## src/rtl/vid_timing_mon.sv

```systemverilog
// rtl/vid_timing_mon.sv - video timing measurement with frame lock tracking and grey-ramp pixel checker
module vid_timing_mon #(
    parameter int PW     = 8,
    parameter int H_BITS = 12,
    parameter int V_BITS = 12
) (
    input  logic              clk,
    input  logic              rst_n,
    input  logic              hs,
    input  logic              vs,
    input  logic              vld,
    input  logic [3*PW-1:0]   rgb,
    output logic [H_BITS-1:0] h_total,
    output logic [H_BITS-1:0] hs_width,
    output logic [H_BITS-1:0] hact_start,
    output logic [H_BITS-1:0] hact_width,
    output logic [V_BITS-1:0] v_total,
    output logic [V_BITS-1:0] vs_width,
    output logic [V_BITS-1:0] vact_lines,
    output logic              locked,
    output logic              lock_lost,
    output logic              pix_err,
    output logic [15:0]       err_cnt,
    output logic [15:0]       frame_cnt
);
    localparam int RW = 4*H_BITS + 3*V_BITS;
    localparam logic [H_BITS-1:0] H_MAX = '1;
    localparam logic [V_BITS-1:0] V_MAX = '1;

    typedef enum logic [1:0] {SEARCH, ACQUIRE, LOCKED} state_t;
    state_t state;

    // A sync that is already high when reset releases must be seen low before it may rise.
    logic hs_d, vs_d, hs_arm, vs_arm;
    logic hs_rise, vs_rise;
    assign hs_rise = hs & ~hs_d & hs_arm;
    assign vs_rise = vs & ~vs_d & vs_arm;

    always_ff @(posedge clk) begin
        if (!rst_n) begin
            hs_d   <= 1'b0;
            vs_d   <= 1'b0;
            hs_arm <= 1'b0;
            vs_arm <= 1'b0;
        end else begin
            hs_d <= hs;
            vs_d <= vs;
            if (!hs) hs_arm <= 1'b1;
            if (!vs) vs_arm <= 1'b1;
        end
    end

    logic [H_BITS-1:0] x, hs_acc, vld_acc, first_x;
    logic [H_BITS-1:0] x_inc, hs_inc, vld_inc;
    logic              line_vld;
    assign x_inc   = (x == H_MAX) ? x : x + 1'b1;
    assign hs_inc  = (hs_acc == H_MAX) ? hs_acc : hs_acc + 1'b1;
    assign vld_inc = (vld_acc == H_MAX) ? vld_acc : vld_acc + 1'b1;

    // The rise cycle itself opens the new line, so its hs/vld are counted there.
    always_ff @(posedge clk) begin
        if (!rst_n) begin
            x        <= '0;
            hs_acc   <= '0;
            vld_acc  <= '0;
            first_x  <= '0;
            line_vld <= 1'b0;
        end else if (hs_rise) begin
            x        <= '0;
            hs_acc   <= H_BITS'(1);
            vld_acc  <= H_BITS'(vld);
            first_x  <= '0;
            line_vld <= vld;
        end else begin
            x <= x_inc;
            if (hs) hs_acc <= hs_inc;
            if (vld) begin
                vld_acc  <= vld_inc;
                line_vld <= 1'b1;
                if (!line_vld) first_x <= x;
            end
        end
    end

    logic [V_BITS-1:0] y, vs_lines, act_lines;
    logic [V_BITS-1:0] y_n, vs_lines_n, act_lines_n;
    logic [H_BITS-1:0] c_tot, c_hsw, c_hst, c_hw;
    logic [H_BITS-1:0] c_tot_n, c_hsw_n, c_hst_n, c_hw_n;
    logic              fvld, fvld_n;

    // Line close is folded in before frame close so a coincident hs_rise lands in the ending frame.
    always_comb begin
        y_n         = y;
        vs_lines_n  = vs_lines;
        act_lines_n = act_lines;
        c_tot_n     = c_tot;
        c_hsw_n     = c_hsw;
        c_hst_n     = c_hst;
        c_hw_n      = c_hw;
        fvld_n      = fvld;
        if (hs_rise) begin
            y_n = (y == V_MAX) ? y : y + 1'b1;
            if (vs_d) vs_lines_n = (vs_lines == V_MAX) ? vs_lines : vs_lines + 1'b1;
            if (line_vld) act_lines_n = (act_lines == V_MAX) ? act_lines : act_lines + 1'b1;
            if (line_vld || !fvld) begin
                c_tot_n = x_inc;
                c_hsw_n = hs_acc;
                c_hst_n = first_x;
                c_hw_n  = vld_acc;
            end
            fvld_n = fvld | line_vld;
        end
    end

    always_ff @(posedge clk) begin
        if (!rst_n) begin
            y         <= '0;
            vs_lines  <= '0;
            act_lines <= '0;
            c_tot     <= '0;
            c_hsw     <= '0;
            c_hst     <= '0;
            c_hw      <= '0;
            fvld      <= 1'b0;
        end else begin
            c_tot <= c_tot_n;
            c_hsw <= c_hsw_n;
            c_hst <= c_hst_n;
            c_hw  <= c_hw_n;
            if (vs_rise) begin
                y         <= '0;
                vs_lines  <= '0;
                act_lines <= '0;
                fvld      <= 1'b0;
            end else begin
                y         <= y_n;
                vs_lines  <= vs_lines_n;
                act_lines <= act_lines_n;
                fvld      <= fvld_n;
            end
        end
    end

    logic [RW-1:0] cur_rec, prev_rec;
    logic          prev_valid, rec_eq, lock_chg;
    assign cur_rec  = {c_tot_n, c_hsw_n, c_hst_n, c_hw_n, y_n, vs_lines_n, act_lines_n};
    assign rec_eq   = prev_valid && (cur_rec == prev_rec);
    assign lock_chg = vs_rise && (((state == ACQUIRE) && rec_eq) || ((state == LOCKED) && !rec_eq));

    always_ff @(posedge clk) begin
        if (!rst_n) begin
            state      <= SEARCH;
            prev_valid <= 1'b0;
            prev_rec   <= '0;
            locked     <= 1'b0;
            lock_lost  <= 1'b0;
            frame_cnt  <= '0;
            h_total    <= '0;
            hs_width   <= '0;
            hact_start <= '0;
            hact_width <= '0;
            v_total    <= '0;
            vs_width   <= '0;
            vact_lines <= '0;
        end else begin
            lock_lost <= 1'b0;
            if (vs_rise) begin
                if (state != SEARCH) frame_cnt <= frame_cnt + 16'd1;
                case (state)
                    SEARCH: begin
                        state      <= ACQUIRE;
                        prev_valid <= 1'b0;
                    end
                    ACQUIRE: begin
                        if (rec_eq) begin
                            state  <= LOCKED;
                            locked <= 1'b1;
                            {h_total, hs_width, hact_start, hact_width,
                             v_total, vs_width, vact_lines} <= cur_rec;
                        end else begin
                            prev_rec   <= cur_rec;
                            prev_valid <= 1'b1;
                        end
                    end
                    LOCKED: begin
                        if (!rec_eq) begin
                            state     <= ACQUIRE;
                            locked    <= 1'b0;
                            lock_lost <= 1'b1;
                            prev_rec  <= cur_rec;
                        end
                    end
                    default: state <= SEARCH;
                endcase
            end
        end
    end

    logic [PW-1:0] r, g, b, prev_r;
    logic          have_prev, seq_bad, pix_bad;
    assign r       = rgb[3*PW-1:2*PW];
    assign g       = rgb[2*PW-1:PW];
    assign b       = rgb[PW-1:0];
    assign seq_bad = have_prev && (r != PW'(prev_r + 1'b1));
    assign pix_bad = vld && ((r != g) || (g != b) || seq_bad);

    // Any lock change restarts the ramp so the next pixel is not held to the old sequence.
    always_ff @(posedge clk) begin
        if (!rst_n) begin
            have_prev <= 1'b0;
            prev_r    <= '0;
            pix_err   <= 1'b0;
            err_cnt   <= '0;
        end else begin
            pix_err <= pix_bad;
            if (pix_err && (err_cnt != 16'hFFFF)) err_cnt <= err_cnt + 16'd1;
            if (vld) prev_r <= r;
            if (lock_chg) have_prev <= 1'b0;
            else if (vld) have_prev <= 1'b1;
        end
    end
endmodule

```

## config.mk

```make
export PLATFORM = sky130hd
export DESIGN_NAME = vid_timing_mon
export DESIGN_NICKNAME = d
export VERILOG_FILES = /design/src/rtl/vid_timing_mon.sv
export SDC_FILE = /design/constraint.sdc
export NUM_CORES = 1
export LEC_CHECK = 0
export CORE_MARGIN = 4
export CORE_UTILIZATION = 57
export CTS_CLUSTER_DIAMETER = 50
export CTS_CLUSTER_SIZE = 10
export DETAILED_ROUTE_END_ITERATION = 10
export HOLD_SLACK_MARGIN = 0.06
export PLACE_DENSITY = 0.83
export RECOVER_POWER = 25
export SYNTH_ARGS = -nofsm -noshare
export SYNTH_HDL_FRONTEND = slang
export SYNTH_SLANG_ARGS = --single-unit
export TNS_END_PERCENT = 30
```

## constraint.sdc

```tcl
create_clock -name clk -period 4.65 [get_ports clk]
set_input_delay 0.93 -clock clk [delete_from_list [all_inputs] [get_ports clk]]
set_output_delay 0.93 -clock clk [all_outputs]
set_load 0.005 [all_outputs]
```

# Yosys cells after proc, flatten, opt, wreduce, memory -nomap -nowiden
# Cells that the tools add are included.
[word_totals]
elab_cells = 144
out_inout_bits = 119
ff_bits = 353
inputBits = 29
[classes]
n_addsub = 9
bitwise_logic = 12
muxes = 34
eq_ne = 18
reduce_logical = 35
[op_table]
columns = ["operator", "count"]
rows = [
  ["12-bit two-way mux", 17],
  ["84-bit equality test", 1],
  ["12-bit by 1-bit adder with 12-bit output, second input constant", 6],
  ["12-bit equality test, second input constant", 6],
  ["16-bit by 1-bit adder with 16-bit output, second input constant", 2],
  ["8-bit != test", 3],
  ["16-bit != test, second input constant", 1],
  ["3-bit AND reduction", 5],
  ["1-bit two-way mux", 12],
  ["2-bit AND reduction", 6],
  ["2-bit != test, second input constant", 5],
  ["2-bit nonzero test", 5],
  ["8-bit by 1-bit adder with 8-bit output, second input constant", 1],
  ["2-bit OR reduction", 4],
  ["1-bit logical AND", 7],
  ["1-bit inverter", 7],
  ["2-bit case mux with 3 select lines", 1],
  ["1-bit AND", 4],
  ["1-bit logical OR", 4],
  ["2-bit two-way mux", 2],
  ["1-bit case mux with 2 select lines", 2],
  ["4-bit AND reduction", 1],
  ["2-bit by 1-bit equality test with 1-bit output, second input constant", 1],
  ["2-bit equality test, second input constant", 1],
  ["other kinds (3)", 4],
]

# Longest topological paths before layout
[logic_depth]
word_depth = 11
ltp_mapped = 17
depth_no_buf = 11

# Least setup slack after synthesis
# OpenSTA, ideal clock, no wires.
[synth_timing]
path_type = "input to register"
from = "input hs"
to = "register prev_rec[23]"
n_path_buf = 6
arrival_time_ns = 3.957
slack_ns = 0.621
path_stages = 16
t_required_ns = 4.578
path_cell_list = "buf_2 -> and3b_1 -> buf_2 -> nand2_2 -> buf_2 -> buf_1 -> mux2i_1 -> nor2_1 -> a2111oi_0 -> nand4_1 -> nor4_1 -> nand3_2 -> nand3_2 -> buf_6 -> buf_6 -> mux2i_1"
[synth_between]
elab_chain_cells = 7
word_cells_on_any_way = 13
cone_classes = "eq/ne: 1; mux: 7; bitwise: 3; reduce/logical: 2"
[synth_lines]
columns = ["element", "line", "rtl"]
rows = [
  ["start: declaration", "9", "input logic hs,"],
  ["1-bit AND * (2 in a row)", "36", "assign hs_rise = hs & ~hs_d & hs_arm;"],
  ["12-bit two-way mux", "101", "if (hs_rise) begin"],
  ["84-bit equality test", "147", "assign rec_eq = prev_valid && (cur_rec == prev_rec);"],
  ["1-bit logical AND", "147", ""],
  ["1-bit inverter (no line)", "-", ""],
  ["3-bit AND reduction (no line)", "-", ""],
  ["end signal: assignment", "181", "prev_rec <= cur_rec;"],
  ["end signal: assignment", "190", "prev_rec <= cur_rec;"],
  ["end: declaration", "144", "logic [RW-1:0] cur_rec, prev_rec;"],
]
# Mark *: on every way between the ends. The rest lies on a longest branch, timed or not.
# A chain may end at the register's enable or synchronous reset.

# Worst setup path after layout
[layout_timing]
from = "input hs"
to = "register vact_lines[9]"
[layout_between]
elab_chain_cells = 6
word_cells_on_any_way = 12
cone_classes = "eq/ne: 1; mux: 7; bitwise: 2; reduce/logical: 2"
[layout_lines]
columns = ["element", "line", "rtl"]
rows = [
  ["1-bit AND * (2 in a row)", "36", ""],
  ["12-bit two-way mux", "101", ""],
  ["84-bit equality test", "147", ""],
  ["1-bit logical AND", "147", ""],
  ["3-bit AND reduction (no line)", "-", ""],
  ["end signal: assignment", "179", "v_total, vs_width, vact_lines} <= cur_rec;"],
  ["end: declaration", "19", "output logic [V_BITS-1:0] vact_lines,"],
]
# Marked as above.

==> flow_summary.json <==
{
  "outcome": "complete, but fails checks",
  "violations": "capacitance limit, slew limit",
  "r2r_slack_ps": 320,
  "synth_ff_type": "dfxtp_1",
  "fin_cells": 2552,
  "r2r_start": "vs_lines[0]$_SDFF_PP0_",
  "worstPathRequired_ps": 5020,
  "routedWlPerCell_um": 18.6,
  "cts-root-buf": "clkbuf_16",
  "rsz0062_at_grt": "no",
  "cts_max_path_buffers": 3,
  "ys_ff_latch": 353,
  "cp_cell_sequence": "clkdlybuf4s50_1 > buf_4 > nand3b_1 > buf_4 > buf_4 > nor3_1 > a21oi_1 > a2bb2oi_1 > buf_4 > and4_1 > o2111ai_1 > nor4_1 > buf_4 > nand4_1 > buf_4 > buf_4 > mux2i_1 > nor2_1",
  "max_freq_ghz": 0.227,
  "num_vias": 15100,
  "drive_gt1_share_pct": 7.56,
  "clkLatencyLatePin_ps": 540,
  "syn_area_mm2": 0.0167,
  "syn_avg_cell_area_um2": 8.37,
  "slew_headroom_pct": -26.6,
  "clock-sinks": 353,
  "clk_pin_slew_worst_paths_ps": 50,
  "critPathMaxFanout": 13,
  "tightestPinTransition_ps": 1890,
  "worst_ep_arrival_time_ps": 4770,
  "hpwl_um": 34200,
  "htreeDepth": 2,
  "p_seq_share_pct": 46.3,
  "cts_inserted_buffers": 45,
  "setup_viol_count_final": 0,
  "initialDrtViolationCount": 1525,
  "p_comb_share_pct": 4.5,
  "grt_usage_pct": 29.3,
  "r2r.worst_path.cells": 13,
  "placed_cells": 2492,
  "crit_end": "vact_lines[9]$_SDFFE_PN0P_",
  "first_pass_iters": 6,
  "seq_area_frac_synth_pct": 42.4,
  "nNetsFinal": 2197,
  "syn_nets": 2032,
  "grt_pass1_wl_um": 75900,
  "cpPeakStageDelay_ps": 610,
  "largest_reg_flops": 84,
  "viasPerCell": 5.90,
  "synth_edf_count": 0,
  "internal_power_mw": 5.19,
  "die_h_um": 179,
  "fin_skew_ps": 14.5,
  "core_mm2": 0.0288,
  "ctsResizeCount": 0,
  "power_frac_clock_pct": 49.2,
  "worst-setup-path-type": "input pin to flop",
  "p_per_area_mw_per_mm2": 330,
  "startpoint_type": "input pin",
  "crit_cells": 18,
  "die-area_mm2": 0.0320,
  "synth.most_common_cell": "dfxtp_1",
  "crit_path_top_delay_cell": "clkdlybuf4s50_1",
  "timing.rr.end": "vact_lines[9]$_SDFFE_PN0P_",
  "peakVddDrop_v": 0.000295,
  "ant_nets": 0,
  "largest_register": "prev_rec",
  "ys_types": 74,
  "p_leak_nw": 9.11,
  "max_cap_violations": 2,
  "synth_top_area_share_pct": 42.4,
  "synthArstFlopShare_pct": 0,
  "route.detailed.drc": 0,
  "finalMaxSlewViolations": 148,
  "port_buffers": 147,
  "path_delay_family": "buffers and inverters",
  "post_cts_buffers": 0,
  "sw_frac_of_total_pct": 22.0,
  "yosys.area.top_type": "dfxtp_1",
  "drt_wl_total_um": 47400,
  "std_cell_rows": 62,
  "min_path_cells": 2,
  "hold_buffers": 0,
  "grt_pass1_vias": 14500,
  "period_minus_slack_ps": 4410,
  "synthTopCellsByArea": "dfxtp_1 42%, mux2i_1 11%, nand2_1 7.6%",
  "hp-class": "flop to flop",
  "total_power_mw": 6.65,
  "finalCritPeriodShare_pct": 94.8,
  "crit_buf_inv": 8,
  "final-hold-violation-count": 0,
  "syn-instance-count": 1990,
  "place_congestion": 1.00,
  "end_kind": "flop",
  "diodes": 0,
  "grt_overflow_total": 0,
  "tritoncts": "built",
  "crit_top_cell": "buf_4",
  "die_w_um": 179,
  "largest_registers": "prev_rec (84), err_cnt (16), frame_cnt (16)",
  "antenna_found_initial": 1,
  "grt_max_degree": 96,
  "initial_utilization_pct": 57.9,
  "ioPinCount": 148,
  "fin_setup_tns_ps": 0,
  "areaGrowthSynthToFinish_pct": 21.0,
  "switchingPower_mw": 1.46,
  "ys_top_cells_by_count": "353 x dfxtp_1, 337 x nand2_1, 201 x nor2_1, 178 x mux2i_1, 93 x inv_1",
  "critical_path.startpoint": "hs",
  "ys_warn_count": 0
}
-- how the worst min path moves through the flow --
stage	startpoint	end	slack (ps)
CTS	vs_arm$_SDFFE_PN0N_	vs_arm$_SDFFE_PN0N_	450
global placement	vs_arm$_SDFFE_PN0N_	vs_arm$_SDFFE_PN0N_	430
floorplan	vs_arm$_SDFFE_PN0N_	vs_arm$_SDFFE_PN0N_	430
global route	vs_arm$_SDFFE_PN0N_	vs_arm$_SDFFE_PN0N_	470
detailed placement	vs_arm$_SDFFE_PN0N_	vs_arm$_SDFFE_PN0N_	450
finish	vs_arm$_SDFFE_PN0N_	vs_arm$_SDFFE_PN0N_	450
-- metrics by stage --
stage	hold WS, ps	utilization [%]	instance area [um2]	setup slack (ps)
after floorplan	426	-	16700	621
after global placement	434	65.4	18800	-115
after detailed placement	446	65.4	18800	-185
after CTS	454	70.1	20200	325
after global routing	468	70.1	20200	27.2
final	453	70.1	20200	243
-- layer usage --
layer	global-route usage (%)	wire length, um	vias up
met2	46.8	21900	684
met5	0	0	-
met3	6.58	4220	115
met4	11.2	1800	0
li1	-	-	7138
met1	38.9	19500	7114
-- cell type report --
type                            count  area, um2
Clock buffer                       50       1150
Clock inverter                     10        193
Fill cell                        2217       8610
Inverter                           93        350
Multi-Input combinational cell   1434       8760
Sequential cell                   353       7070
Tap cell                          384        480
Timing Repair Buffer              228       2160
-- kinds of logic after synthesis --
group | after synthesis | share of synthesized area, %
AO/OA/AOI/OAI | 244 | 9.43
adder cells (fa/ha/maj) | 13 | 0.976
buffers and inverters | 203 | 5.07
XOR/XNOR | 127 | 6.67
flip-flops | 353 | 42.4
AND/OR/NAND/NOR | 861 | 24.0
multiplexers | 189 | 11.4
-- power by group through the flow --
stage          logic [mW]  clock network, mW  registers (mW)
6_report            0.299               3.27            3.08
4_1_cts             0.296               3.31            3.08
3_5_place_dp        0.294                  0            3.14
3_3_place_gp        0.287                  0            3.14
5_1_grt             0.325               3.45            3.08
2_1_floorplan       0.186                  0            3.13
-- worst register-to-register path: stages, from the launching register on --
cell	delay, ps
dfxtp_1	490
ha_1	380
nand4_1	250
nor3_1	370
nor2_1	160
o2bb2ai_1	150
or4_1	510
or4_1	580
nor4_2	320
nand4_1	260
buf_4	240
buf_4	200
mux2i_1	170
nor2_1	50
-- cell usage in the layout (no fill, tap or decap), drive strengths merged, types with 68 or more instances in the layout --
cell type | netlist | layout
nand3 | 69 | 69
mux2i | 178 | 178
buf | 35 | 79
nand2 | 338 | 338
xor2 | 68 | 68
inv | 93 | 96
dlygate4sd3 | 0 | 72
clkdlybuf4s50 | 0 | 74
nor2 | 201 | 201
dfxtp | 353 | 353
Power figures use the tool's default switching activity.
